[src/rtl/sw_debounce_pkg.sv]
// Shared state encoding and default settle time for the slide-switch debouncer.
package sw_debounce_pkg;

  typedef enum logic {
    ST_IDLE  = 1'b0,
    ST_COUNT = 1'b1
  } state_t;

  // 10 ms at 50 MHz
  localparam int unsigned SW_DEBOUNCE_CYCLES_DEFAULT = 500000;

endpackage

[src/rtl/sw_debounce_bit.sv]
// One switch channel: two-flop synchroniser, hold-off counter, IDLE/COUNT FSM
// and registered rise/fall pulses aligned with the commit edge.
module sw_debounce_bit
  import sw_debounce_pkg::*;
#(
  parameter int unsigned DEBOUNCE_CYCLES = SW_DEBOUNCE_CYCLES_DEFAULT,
  parameter int unsigned CNT_W           = 20
) (
  input  logic clk,
  input  logic rst,
  input  logic sw_raw,
  output logic sw,
  output logic sw_rise,
  output logic sw_fall
);

  localparam logic [CNT_W-1:0] CNT_LAST = CNT_W'(DEBOUNCE_CYCLES - 1);

  logic             s0, s1;
  state_t           state, state_nxt;
  logic [CNT_W-1:0] cnt, cnt_nxt;
  logic             sw_nxt, rise_nxt, fall_nxt;

  always_ff @(posedge clk or posedge rst) begin
    if (rst) begin
      s0      <= 1'b0;
      s1      <= 1'b0;
      state   <= ST_IDLE;
      cnt     <= '0;
      sw      <= 1'b0;
      sw_rise <= 1'b0;
      sw_fall <= 1'b0;
    end else begin
      s0      <= sw_raw;
      s1      <= s0;
      state   <= state_nxt;
      cnt     <= cnt_nxt;
      sw      <= sw_nxt;
      sw_rise <= rise_nxt;
      sw_fall <= fall_nxt;
    end
  end

  always_comb begin
    state_nxt = state;
    cnt_nxt   = '0;
    sw_nxt    = sw;
    rise_nxt  = 1'b0;
    fall_nxt  = 1'b0;
    unique case (state)
      ST_IDLE: begin
        if (s1 != sw) state_nxt = ST_COUNT;
      end
      ST_COUNT: begin
        if (s1 == sw) begin
          state_nxt = ST_IDLE;
        end else if (cnt == CNT_LAST) begin
          // s1 differs from sw here, so s1 alone gives the pulse direction
          sw_nxt    = s1;
          rise_nxt  = s1;
          fall_nxt  = ~s1;
          state_nxt = ST_IDLE;
        end else begin
          cnt_nxt = cnt + 1'b1;
        end
      end
      default: state_nxt = ST_IDLE;
    endcase
  end

endmodule

[src/rtl/sw_debounce.sv]
// Debounces the board slide switches; also provides a sticky sw_valid flag
// once the post-reset settle time has elapsed.
module sw_debounce
  import sw_debounce_pkg::*;
#(
  parameter int unsigned WIDTH           = 8,
  parameter int unsigned DEBOUNCE_CYCLES = SW_DEBOUNCE_CYCLES_DEFAULT,
  parameter int unsigned CNT_W           = 20
) (
  input  logic             clk,
  input  logic             rst,
  input  logic [WIDTH-1:0] sw_raw,
  output logic [WIDTH-1:0] sw,
  output logic [WIDTH-1:0] sw_rise,
  output logic [WIDTH-1:0] sw_fall,
  output logic             sw_valid
);

  localparam logic [CNT_W-1:0] SETTLE = CNT_W'(DEBOUNCE_CYCLES + 2);

  logic [CNT_W-1:0] timer;

  genvar g;
  generate
    for (g = 0; g < WIDTH; g++) begin : g_ch
      sw_debounce_bit #(
        .DEBOUNCE_CYCLES (DEBOUNCE_CYCLES),
        .CNT_W           (CNT_W)
      ) u_bit (
        .clk     (clk),
        .rst     (rst),
        .sw_raw  (sw_raw[g]),
        .sw      (sw[g]),
        .sw_rise (sw_rise[g]),
        .sw_fall (sw_fall[g])
      );
    end
  endgenerate

  // Timer saturates at SETTLE; sw_valid then rises on the same edge as a
  // channel held high through reset commits.
  always_ff @(posedge clk or posedge rst) begin
    if (rst) begin
      timer    <= '0;
      sw_valid <= 1'b0;
    end else begin
      if (timer != SETTLE) timer <= timer + 1'b1;
      if (timer == SETTLE) sw_valid <= 1'b1;
    end
  end

endmodule

[config.mk]
export PLATFORM = sky130hd
export DESIGN_NAME = sw_debounce
export DESIGN_NICKNAME = d
export VERILOG_FILES = /design/src/rtl/sw_debounce_pkg.sv /design/src/rtl/sw_debounce_bit.sv /design/src/rtl/sw_debounce.sv
export SDC_FILE = /design/constraint.sdc
export NUM_CORES = 1
export LEC_CHECK = 0
export CORE_UTILIZATION = 40
export DETAILED_ROUTE_END_ITERATION = 10
export SLEW_MARGIN = 20
export SYNTH_ARGS = -nofsm -noshare
export SYNTH_HDL_FRONTEND = slang
export SYNTH_SLANG_ARGS = --single-unit
[constraint.sdc]
create_clock -name clk -period 8.1 [get_ports clk]
set_clock_uncertainty 0.05 [all_clocks]
set_input_delay 1.62 -clock clk [delete_from_list [all_inputs] [get_ports clk]]
set_output_delay 1.62 -clock clk [all_outputs]
set_load 0.03 [all_outputs]
==> results of run 1 <==
[routing by layer]
layer | GRT usage | vias up
met1 | 0.200 | 3634
met4 | 0.0378 | 0
li1 | - | 3765
met2 | 0.232 | 78
met5 | 0 | -
met3 | 0.0210 | 32
[report_power, final]
part	total, mW	switching, mW	leakage, nW	internal (mW)
sequential	1.16	0.00787	3.12	1.15
combinational	0.0536	0.0399	1.18	0.0137
clock	1.07	0.439	0.388	0.633
[cells in the final DEF, fill, tap and decap left out, types with 12 or more instances in the layout]
cell,netlist,layout
sky130_fd_sc_hd__nand2_1,66,66
sky130_fd_sc_hd__or3_1,28,28
sky130_fd_sc_hd__clkdlybuf4s50_1,0,34
sky130_fd_sc_hd__nand4_1,54,54
sky130_fd_sc_hd__and2_1,12,12
sky130_fd_sc_hd__nor4_1,28,28
sky130_fd_sc_hd__inv_1,30,29
sky130_fd_sc_hd__o21ai_0,27,27
sky130_fd_sc_hd__clkbuf_16,0,25
sky130_fd_sc_hd__dfrtp_1,229,229
sky130_fd_sc_hd__xor2_1,49,49
sky130_fd_sc_hd__or4_1,25,25
sky130_fd_sc_hd__xnor2_1,82,82
sky130_fd_sc_hd__and4_1,14,14
sky130_fd_sc_hd__nor3b_1,14,14
sky130_fd_sc_hd__nor2_1,141,141
sky130_fd_sc_hd__nand3_1,59,59
sky130_fd_sc_hd__a21oi_1,39,39
sky130_fd_sc_hd__nor3_1,34,34
[registers in the layout, summed over array words and instances, names as in the netlist]
name                cells
g_ch.u_bit.sw_rise      8
g_ch.u_bit.sw_fall      8
g_ch.u_bit.cnt        160
g_ch.u_bit.sw           8
g_ch.u_bit.s1           8
g_ch.u_bit.s0           8
timer                  20
sw_valid                1
g_ch.u_bit.state        8
[cell type report]
cell class	instances	area, um^2
Sequential cell	229	5730
Fill cell	2465	14100
Clock inverter	10	77.6
Clock buffer	34	699
Tap cell	335	419
Timing Repair Buffer	39	398
Multi-Input combinational cell	753	4620
Inverter	30	120
[worst paths after layout]
check / slack [ps] / endpoint / cells past startpoint / start
worst max-delay path: 4820 / sw[0] / 1 / g_ch[0].u_bit.sw
worst min-delay path: 290 / g_ch[6].u_bit.s1 / 0 / g_ch[6].u_bit.s0
worst max register to register: 5810 / g_ch[4].u_bit.cnt[3] / 4 / g_ch[4].u_bit.cnt[12]
worst min register to register: 290 / g_ch[6].u_bit.s1 / 0 / g_ch[6].u_bit.s0
max in group asynchronous: 5190 / g_ch[5].u_bit.sw / 3 / rst
min in group asynchronous: 1560 / g_ch[4].u_bit.cnt[3] / 2 / rst
[through the flow]
stage | utilization | std cells | power [mW] | setup slack [ps] | cell area, um^2
final | 0.460 | 1430 | 2.29 | 4820 | 12100
after detailed placement | 0.430 | 1385 | 1.24 | 4390 | 11300
after global placement | 0.430 | 1385 | 1.24 | 4380 | 11300
after floorplan | - | 1060 | 1.22 | 154 | 10700
after global routing | 0.460 | 1430 | 2.39 | 4750 | 12100
after CTS | 0.459 | 1429 | 2.34 | 4780 | 12000
[cells by family (layout without fill, tap and decap cells)]
logic type / count (synthesis) / count (layout) / synth area share
and+or+nand+nor: 515 / 515 / 0.256
xor gates and xnor gates: 131 / 131 / 0.107
adders and majority gates: 10 / 10 / 0.0116
muxes: 9 / 9 / 0.00932
buffers and inverters: 78 / 113 / 0.0369
AOI/OAI and AO/OA: 88 / 88 / 0.0465
DFF: 229 / 229 / 0.533
==> summary.md, run 1 <==
| Metric | Value |
|---|---|
| Result of the run | `complete, but fails checks` |
| Violations in the final reports | `DRC` |
| Maximum level of the CTS H-tree | `1` |
| Leakage power | `4.69 nW` |
| Flip-flop and latch count after synthesis | `229` |
| Total of endpoints with negative setup slack in the final report | `0` |
| Number of warnings reported in the yosys synthesis log | `0` |
| Count of instances resized after the clock tree is built | `0` |
| Die Wd | `166 um` |
| Final cycle utilization of the critical path | `0.405` |
| Unrepaired setup endpoints after global routing | `false` |
| Postcts setup bufs | `0` |
| Met3 routed WL | `518 um` |
| Async set-reset flop share out of synthesis | `1.00` |
| Cells taking the most area after synthesis | `sky130_fd_sc_hd__dfrtp_1 53%, sky130_fd_sc_hd__xnor2_1 6.7%, sky130_fd_sc_hd__nor2_1 4.9%` |
| CTS tree | `built` |
| Fraction of final layout cells with drive strength greater than 1 | `0.0630` |
| Pwr/cell area | `190 nW/um^2` |
| Synthesized netlist cell count | `1060` |
| Worst path required time | `6430 ps` |
| Ports placed on the boundary | `35` |
| Worst min path class | `register to register` |
| Top-count cell post-synth | `sky130_fd_sc_hd__dfrtp_1` |
| Setup TNS Final | `0 ps` |
| Relative area change from synthesis to final layout | `12.3%` |
| Commonest cells in the netlist | `229 x sky130_fd_sc_hd__dfrtp_1, 141 x sky130_fd_sc_hd__nor2_1, 82 x sky130_fd_sc_hd__xnor2_1` |
| Die span in y | `166 um` |
| Uppermost routed layer | `met4` |
| Starting utilization of the core area | `0.410` |
| Peak supply drop | `0.156 mV` |
| Register area share after synthesis | `0.533` |
| Area of the die | `27500 um^2` |
| CTS clock-pin slew for the worst setup and hold paths | `60 ps` |
| Critical Path End Type | `output pin` |
| Post-synthesis cell area | `10700 um^2` |
| Net count of the finished layout | `1098` |
| Yosys top cell by area | `sky130_fd_sc_hd__dfrtp_1` |
| Hold bufs inserted after CTS | `0` |
| Vias in the first global route | `7356` |
| Top delay family on crit path | `buffers and inverters` |
| Standard cell with the maximum stage delay on the critical path | `sky130_fd_sc_hd__clkdlybuf4s50_1` |
| Antenna diodes | `0` |
| Total CTS buffers | `25` |
| Stage delay of the slowest cell on the critical path | `700 ps` |
| Weighted congestion at the end of routability-driven global placement | `0.770` |
| Critical Setup Path Class | `register to output pin` |
| Root buffer cell | `sky130_fd_sc_hd__clkbuf_16` |
| Worst Path Arrival | `1610 ps` |
| CP bufs+invs | `1` |
| CTS max path bufs | `3` |
| Total global-route track usage | `0.143` |
| Cell Chain, Critical Path | `clkdlybuf4s50_1` |
| Sinks on Clock Net | `229` |
| Post-detailed-placement half-perimeter wirelength | `12.2 mm` |
| Post-synth top flop | `sky130_fd_sc_hd__dfrtp_1` |
| Total of max-cap violations | `0` |
| Cell Rows | `59` |
| Category of the worst setup path launch point | `register` |
| Largest net degree at the start of global routing | `89` |
| Placeable core region | `26200 um^2` |
| Netlist cell types | `45` |
| Detailed-route wire length on metal 1 | `9.55 mm` |
| Number of endpoints with negative hold slack in the final report | `0` |
| DRC | `4` |
| Highest net fanout along the worst path | `5` |
| Antenna Nets Post-Route | `0` |
| Via count normalized by instance count | `5.25` |
| Number of antenna violations at the first check in global routing | `0` |
| Worst relative slew slack | `0.390` |
| Pins over their slew limit | `0` |
| Number of I/O port buffers | `34` |
| Wire length of the first global-routing pass | `34.2 mm` |
| Mean Syn Cell Area | `10.1 um^2` |
| Routed via count | `7509` |
| Sum of routed wire length over all layers | `18.9 mm` |
| Number of iterations in the first detailed-routing pass | `7` |
| Starting DRC count in detailed routing | `327` |
| Clock insertion delay at the later pin of the skew report | `510 ps` |
| Met2 wire length | `8.42 mm` |
| Worst hold slack after final layout | `293 ps` |
| Final min period | `3280 ps` |
| Wirelength per Cell | `13.2 um` |
| Synth Net Count | `1080` |
| Number of enable-type register cells in the synthesized netlist | `0` |
| Area share of the largest cell type after synthesis | `0.533` |
| Worst Max-Slew Pin Slew | `909 ps` |
| Residual overflow from global routing | `0` |
| Maximum frequency from static timing analysis | `305 MHz` |
Power figures use the tool's default switching activity.
==> inputs of run 2 (changes only) <==
- clock period: 8.1 -> 3.3 ns (I/O delays scaled with it)
==> run 2 against run 1 <==
Net effect:
- the flow still finishes with violations (DRC)
- routed wire length grew 0.55%
- global-route usage about the same
- count of clock-buffer cells in the layout fell by 4
- sequential share of layout area is 0.50 points lower
- cell count barely moved
- hold slack better by 3.4 ps
- power rose to 2.6 times the previous value
- final area is 1.1% higher
- combinational power up 150%
- sequential cell count unchanged
- non-clock buffer count grew 1
- critical path type unchanged
- critical endpoint is now sw[1]
- largest power group is now the clock network
==> summary.md, run 2 (same netlist as run 1, synthesis figures left out) <==
| Metric | Value |
|---|---|
| Ports placed on the boundary | `35 (unchanged)` |
| Critical Setup Path Class | `register to output pin (unchanged)` |
| Number of I/O port buffers | `34 (unchanged)` |
| Postcts setup bufs | `0 (unchanged)` |
| CTS tree | `built (unchanged)` |
| Number of iterations in the first detailed-routing pass | `10 (was 7)` |
| Category of the worst setup path launch point | `register (unchanged)` |
| Weighted congestion at the end of routability-driven global placement | `0.772 (was 0.770)` |
| Worst Max-Slew Pin Slew | `874 ps (was 909 ps)` |
| Largest net degree at the start of global routing | `128 (was 89)` |
| Maximum level of the CTS H-tree | `1 (unchanged)` |
| Leading cell types in the layout, fill and taps excluded | `229 x sky130_fd_sc_hd__dfrtp_1, 141 x sky130_fd_sc_hd__nor2_1, 82 x sky130_fd_sc_hd__xnor2_1 (unchanged)` |
| Flip-flop count of the largest register after layout | `160 (unchanged)` |
| Net switching fraction of the power | `0.206 (was 0.213)` |
| Wirelength per Cell | `13.3 um (was 13.2 um)` |
| Total of endpoints with negative setup slack in the final report | `0 (unchanged)` |
| Post-route cell area | `12200 um^2 (was 12100 um^2)` |
| Antenna Nets Post-Route | `0 (unchanged)` |
| Most common cell after layout, fill and taps aside | `sky130_fd_sc_hd__dfrtp_1 (unchanged)` |
| Pins over their slew limit | `0 (unchanged)` |
| Maximum frequency from static timing analysis | `425 MHz` |
| Cell Chain, Critical Path | `clkdlybuf4s50_1 (unchanged)` |
| Antenna diodes | `0 (unchanged)` |
| Seq. cell area | `5730 um^2 (unchanged)` |
| Detailed-route wire length on metal 1 | `9.67 mm (was 9.55 mm)` |
| Peak supply drop | `0.377 mV (was 0.156 mV)` |
| Uppermost routed layer | `met4 (unchanged)` |
| Relative area change from synthesis to final layout | `13.5% (was 12.3%)` |
| Sinks on Clock Net | `229 (unchanged)` |
| Total CTS buffers | `25 (unchanged)` |
| Worst hold slack after final layout | `297 ps (was 293 ps)` |
| Wire length of the first global-routing pass | `34.4 mm (was 34.2 mm)` |
| Leakage power | `4.74 nW (was 4.69 nW)` |
| Residual overflow from global routing | `0 (unchanged)` |
| CTS max path bufs | `3 (unchanged)` |
| Via count normalized by instance count | `5.25 (about the same)` |
| Worst relative slew slack | `0.412 (was 0.390)` |
| Number of endpoints with negative hold slack in the final report | `0 (unchanged)` |
| Utilization after layout | `0.465 (was 0.460)` |
| Count of instances resized after the clock tree is built | `0 (unchanged)` |
| Critical Path End Type | `output pin (unchanged)` |
| Worst min path class | `register to register (unchanged)` |
| Vias in the first global route | `7186 (was 7356)` |
| Pwr/cell area | `493 nW/um^2 (was 190 nW/um^2)` |
| Placeable core region | `26200 um^2 (unchanged)` |
| Result of the run | `complete, but fails checks (unchanged)` |
| Area of the die | `27500 um^2 (unchanged)` |
| Registers with the highest flip-flop counts | `g_ch.u_bit.cnt x160, timer x20 (unchanged)` |
| Starting DRC count in detailed routing | `425 (was 327)` |
| Met2 wire length | `8.36 mm (was 8.42 mm)` |
| Total of max-cap violations | `0 (unchanged)` |
| Total global-route track usage | `0.144 (was 0.143)` |
| Clk pwr share | `0.504 (was 0.469)` |
| Highest net fanout along the worst path | `5 (unchanged)` |
| Largest register by flop count | `g_ch.u_bit.cnt (unchanged)` |
| Met3 routed WL | `538 um (was 518 um)` |
| Hold bufs inserted after CTS | `0 (unchanged)` |
| Power share of the combinational group | `0.022 (was 0.023)` |
| Net Switching | `1.24 mW (was 487 uW)` |
| Top delay family on crit path | `buffers and inverters (unchanged)` |
| Fraction of final layout cells with drive strength greater than 1 | `0.0657 (was 0.0630)` |
| Die Wd | `166 um (unchanged)` |
| Starting utilization of the core area | `0.410 (unchanged)` |
| Worst path required time | `2590 ps (was 6430 ps)` |
| Net count of the finished layout | `1099 (was 1098)` |
| PnR Total Power | `6.01 mW (was 2.29 mW)` |
| Worst Path Arrival | `1650 ps (was 1610 ps)` |
| Root buffer cell | `sky130_fd_sc_hd__clkbuf_16 (unchanged)` |
| Routed via count | `7517 (was 7509)` |
| Post-detailed-placement half-perimeter wirelength | `12.2 mm (about the same)` |
| Internal power of the cells | `4.77 mW (was 1.80 mW)` |
| Unrepaired setup endpoints after global routing | `false (unchanged)` |
| CTS clock-pin slew for the worst setup and hold paths | `60 ps (about the same)` |
| Sum of routed wire length over all layers | `19.0 mm (was 18.9 mm)` |
| Violations in the final reports | `DRC (unchanged)` |
| Total area of multi-input combinational cells | `4620 um^2 (unchanged)` |
| DRC | `6 (was 4)` |
| Final cycle utilization of the critical path | `0.714` |
| Final min period | `2360 ps` |
| Part of the power in registers | `0.474 (was 0.508)` |
| Number of antenna violations at the first check in global routing | `0 (unchanged)` |
| Worst setup slack after placement | `1040 ps (was 4390 ps)` |
| Die span in y | `166 um (unchanged)` |
| Worst path setup slack after routing | `945 ps (was 4820 ps)` |
| Cell Rows | `59 (unchanged)` |
| Filler Cells Inserted | `2417 (was 2465)` |
| Stage delay of the slowest cell on the critical path | `740 ps (was 700 ps)` |
| Clock insertion delay at the later pin of the skew report | `520 ps (was 510 ps)` |
| CP bufs+invs | `1 (unchanged)` |
| Standard cell with the maximum stage delay on the critical path | `sky130_fd_sc_hd__clkdlybuf4s50_1 (unchanged)` |
| Post-DP Area | `11300 um^2 (about the same)` |
## run 2: cell count changes in the layout (fill, tap and decap cells not counted), sizes merged
cell      before  now
bufinv         1    6
clkbuf        34   30
clkinv         8    5
clkinvlp       1    3
buf            5    6
## run 2: metal layers
metal,vias up,track usage
li1,3768,-
met1,3620,0.208
met2,94,0.223
met3,35,0.0231
met4,0,0.0394
met5,-,0
## run 2: power by group through the flow
stage	registers [mW]	logic [mW]	clock network, mW
finish	2.85	0.132	3.03
global route	2.85	0.157	3.22
CTS	2.85	0.141	3.12
detailed placement	2.90	0.140	0
global placement	2.90	0.140	0
floorplan	2.90	0.0932	0
## run 2: through the flow
| stage | instances | setup TNS, ps |
|---|---|---|
| finish | 1431 | 0 |
| global route | 1431 | 0 |
| CTS | 1431 | 0 |
| detailed placement | 1387 | 0 |
| global placement | 1387 | 0 |
| floorplan | 1060 | -92510 |
## run 2: worst reg2reg max path, cell delays in order, from the launching register on
cell and delay, ps:
sky130_fd_sc_hd__dfrtp_1 450, sky130_fd_sc_hd__or4b_1 560, sky130_fd_sc_hd__nor4_2 360, sky130_fd_sc_hd__a21o_1 550, sky130_fd_sc_hd__nor2_1 110
## run 2: path summary, 6_finish.rpt
kind | startpoint | endpoint | slack (ps) | depth (start not counted)
worst max-delay path | g_ch[1].u_bit.sw | sw[1] | 940 | 1
worst min-delay path | g_ch[3].u_bit.s0 | g_ch[3].u_bit.s1 | 300 | 0
worst max register to register | g_ch[4].u_bit.cnt[12] | g_ch[4].u_bit.cnt[11] | 1080 | 4
worst min register to register | g_ch[3].u_bit.s0 | g_ch[3].u_bit.s1 | 300 | 0
max in group asynchronous | rst | g_ch[6].u_bit.cnt[19] | 1990 | 3
min in group asynchronous | rst | g_ch[0].u_bit.sw | 610 | 3
## run 2: area by class of cell
| cell class | count | share of cell area |
|---|---|---|
| Inverter | 30 | 0.00954 |
| Clock inverter | 14 | 0.0191 |
| Multi-Input combinational cell | 753 | 0.379 |
| Tap cell | 335 | 0.0344 |
| Sequential cell | 229 | 0.470 |
| Timing Repair Buffer | 40 | 0.0337 |
| Clock buffer | 30 | 0.0545 |
==> inputs of run 3 (changes only) <==
- clock period: 3.3 -> 2.1 ns (I/O delays scaled with it)
==> run 3 against run 2 <==
Net effect:
- the run still ends with DRC left
- cell count rose by 4.1%
- global-route usage up 0.60 points
- first-iteration DRC count increased by 2.6%
- final area rose by 4.2%
- hold slack worse by 15 ps
- power grew 56%
- combinational power is 90% higher
- largest cell class unchanged
- non-clock buffer count is 55 higher
- sequential power is 57% higher
- critical path depth up 3
- sequential share of layout area decreased by 1.9 points
- clock power grew 53%
==> summary.md, run 3 (same netlist as run 1, synthesis figures left out) <==
| Metric | Value |
|---|---|
| Critical Setup Path Class | `register to register (was register to output pin)` |
| CTS max path bufs | `3 (unchanged)` |
| Die span in y | `166 um (unchanged)` |
| Die Wd | `166 um (unchanged)` |
| PnR Total Power | `9.38 mW (was 6.01 mW)` |
| Top delay family on crit path | `simple AND/OR/NAND/NOR gates (was buffers and inverters)` |
| Vias in the first global route | `7683 (was 7186)` |
| Number of I/O port buffers | `34 (unchanged)` |
| Area of the die | `27500 um^2 (unchanged)` |
| Final Instance Count excl. Fillers | `1490 (was 1431)` |
| Starting DRC count in detailed routing | `436 (was 425)` |
| Maximum frequency from static timing analysis | `494 MHz` |
| Filler Cells Inserted | `2405 (was 2417)` |
| Cell Chain, Critical Path | `or4b_2, nor3_1, nand3_1, mux2_2 (was clkdlybuf4s50_1)` |
| DRC | `6 (unchanged)` |
| Net switching fraction of the power | `0.211 (was 0.206)` |
| Result of the run | `complete, but fails checks (unchanged)` |
| Largest register by flop count | `g_ch.u_bit.cnt (unchanged)` |
| Power share of the combinational group | `0.027 (was 0.022)` |
| Peak supply drop | `0.508 mV (was 0.377 mV)` |
| Number of iterations in the first detailed-routing pass | `7 (was 10)` |
| Stage delay of the slowest cell on the critical path | `670 ps (was 740 ps)` |
| Post-DP Area | `11800 um^2 (was 11300 um^2)` |
| CP bufs+invs | `0 (was 1)` |
| Clock insertion delay at the later pin of the skew report | `520 ps (about the same)` |
| Utilization after layout | `0.485 (was 0.465)` |
| Worst hold slack after final layout | `281 ps (was 297 ps)` |
| Worst min path class | `primary input to register (was register to register)` |
| Root buffer cell | `sky130_fd_sc_hd__clkbuf_16 (unchanged)` |
| Pins over their slew limit | `0 (unchanged)` |
| Setup TNS Final | `0 ps (unchanged)` |
| Cell Rows | `59 (unchanged)` |
| Register-to-register setup slack | `70 ps (was 1080 ps)` |
| Worst relative slew slack | `0.689 (was 0.412)` |
| CTS tree | `built (unchanged)` |
| Leakage power | `5.08 nW (was 4.74 nW)` |
| Starting utilization of the core area | `0.410 (unchanged)` |
| Number of antenna violations at the first check in global routing | `0 (unchanged)` |
| Flip-flop count of the largest register after layout | `160 (unchanged)` |
| Total of endpoints with negative setup slack in the final report | `0 (unchanged)` |
| Leading cell types in the layout, fill and taps excluded | `229 x sky130_fd_sc_hd__dfrtp_1, 141 x sky130_fd_sc_hd__nor2_1, 82 x sky130_fd_sc_hd__xnor2_1 (unchanged)` |
| Most common cell after layout, fill and taps aside | `sky130_fd_sc_hd__dfrtp_1 (unchanged)` |
| Ports placed on the boundary | `35 (unchanged)` |
| Total area of multi-input combinational cells | `4650 um^2 (was 4620 um^2)` |
| Net count of the finished layout | `1155 (was 1099)` |
| Seq. cell area | `5730 um^2 (unchanged)` |
| Hold bufs inserted after CTS | `0 (unchanged)` |
| Post-detailed-placement half-perimeter wirelength | `13.3 mm (was 12.2 mm)` |
| Worst path required time | `2460 ps (was 2590 ps)` |
| Residual overflow from global routing | `0 (unchanged)` |
| Final min period | `2030 ps` |
| Critical Path End Type | `register (was output pin)` |
| CTS clock-pin slew for the worst setup and hold paths | `60 ps (about the same)` |
| Category of the worst setup path launch point | `register (unchanged)` |
| Pwr/cell area | `739 nW/um^2 (was 493 nW/um^2)` |
| Worst setup slack after placement | `-48.4 ps (was 1040 ps)` |
| Net Switching | `1.98 mW (was 1.24 mW)` |
| Internal power of the cells | `7.40 mW (was 4.77 mW)` |
| Wire length of the first global-routing pass | `35.6 mm (was 34.4 mm)` |
| Antenna diodes | `0 (unchanged)` |
| Total CTS buffers | `26 (was 25)` |
| Maximum level of the CTS H-tree | `1 (unchanged)` |
| Placeable core region | `26200 um^2 (unchanged)` |
| Sinks on Clock Net | `229 (unchanged)` |
| Worst Path Arrival | `2380 ps (was 1650 ps)` |
| Total global-route track usage | `0.150 (was 0.144)` |
| Fraction of final layout cells with drive strength greater than 1 | `0.121 (was 0.0657)` |
| Final cycle utilization of the critical path | `0.965` |
| Unrepaired setup endpoints after global routing | `false (unchanged)` |
| Clk pwr share | `0.495 (was 0.504)` |
| Via count normalized by instance count | `5.21 (was 5.25)` |
| Total of max-cap violations | `0 (unchanged)` |
| Routed via count | `7757 (was 7517)` |
| Placed insts | `1442 (was 1387)` |
| Sum of routed wire length over all layers | `20.0 mm (was 19.0 mm)` |
| Violations in the final reports | `DRC (unchanged)` |
| Worst path setup slack after routing | `74.4 ps (was 945 ps)` |
| Worst Max-Slew Pin Slew | `462 ps (was 874 ps)` |
| Standard cell with the maximum stage delay on the critical path | `sky130_fd_sc_hd__or4b_2 (was sky130_fd_sc_hd__clkdlybuf4s50_1)` |
| Part of the power in registers | `0.478 (was 0.474)` |
| Registers with the highest flip-flop counts | `g_ch.u_bit.cnt x160, timer x20 (unchanged)` |
| Antenna Nets Post-Route | `0 (unchanged)` |
| Largest net degree at the start of global routing | `47 (was 128)` |
| Weighted congestion at the end of routability-driven global placement | `0.817 (was 0.772)` |
| Number of endpoints with negative hold slack in the final report | `0 (unchanged)` |
| Highest net fanout along the worst path | `4 (was 5)` |
| Post-route cell area | `12700 um^2 (was 12200 um^2)` |
| Wirelength per Cell | `13.4 um (was 13.3 um)` |
| Relative area change from synthesis to final layout | `18.2% (was 13.5%)` |
[run 3: cell types whose count changed in the layout (fill, tap and decap cells not counted), moves of 4 or more]
cell | previous run | this run
sky130_fd_sc_hd__clkbuf_8 | 2 | 8
sky130_fd_sc_hd__dlygate4sd2_1 | 0 | 8
sky130_fd_sc_hd__buf_4 | 4 | 54
sky130_fd_sc_hd__buf_12 | 2 | 7
sky130_fd_sc_hd__clkdlybuf4s50_1 | 34 | 26
sky130_fd_sc_hd__bufinv_16 | 6 | 2
sky130_fd_sc_hd__clkinv_2 | 4 | 8
[run 3: power by group through the flow]
stage	logic (mW)	registers (mW)	clock network, mW
after detailed placement	0.261	4.56	0
after global placement	0.260	4.56	0
after global routing	0.289	4.48	4.98
after floorplan	0.146	4.56	0
after CTS	0.262	4.48	4.81
final	0.251	4.48	4.65
[run 3: path summary, 6_finish.rpt]
kind	from	cells after the start	endpoint
min in group asynchronous	rst	3	g_ch[0].u_bit.cnt[9]
hold reg to reg	g_ch[0].u_bit.s0	0	g_ch[0].u_bit.s1
setup / recovery	g_ch[5].u_bit.cnt[12]	4	g_ch[5].u_bit.sw
hold / removal	sw_raw[1]	1	g_ch[1].u_bit.s0
setup reg to reg	g_ch[5].u_bit.cnt[12]	4	g_ch[5].u_bit.sw
max in group asynchronous	rst	4	g_ch[6].u_bit.cnt[12]
[run 3: repair_timing]
| item | 4_1_cts | 5_1_grt |
|---|---|---|
| buffers inserted | 0 | 0 |
| endpoints found under the setup margin | 9 | 6 |
| pin swaps | 0 | 2 |
| resized for setup | 9 | 7 |
| cloned | 0 | 0 |
[run 3: worst reg2reg max path: cells and delay by family, from the launching register on]
family,cells,cell delay [ps]
DFF,1,410
muxes,1,330
and+or+nand+nor,3,1130
[run 3: layer usage]
metal  up-vias  wire length (um)  GRT usage
met4         0               321     0.0329
met5         -                 0          0
met2        83              9240      0.246
li1       3875                 -          -
met1      3774              9870      0.207
met3        25               608     0.0253
[run 3: cell type report]
cell class | instances | area share
sequential | 229 | 0.451
multi-input combinational | 753 | 0.366
timing repair buffer | 95 | 0.0690
clock buffer | 36 | 0.0622
tap | 335 | 0.0330
inverter | 30 | 0.00916
clock inverter | 12 | 0.00906
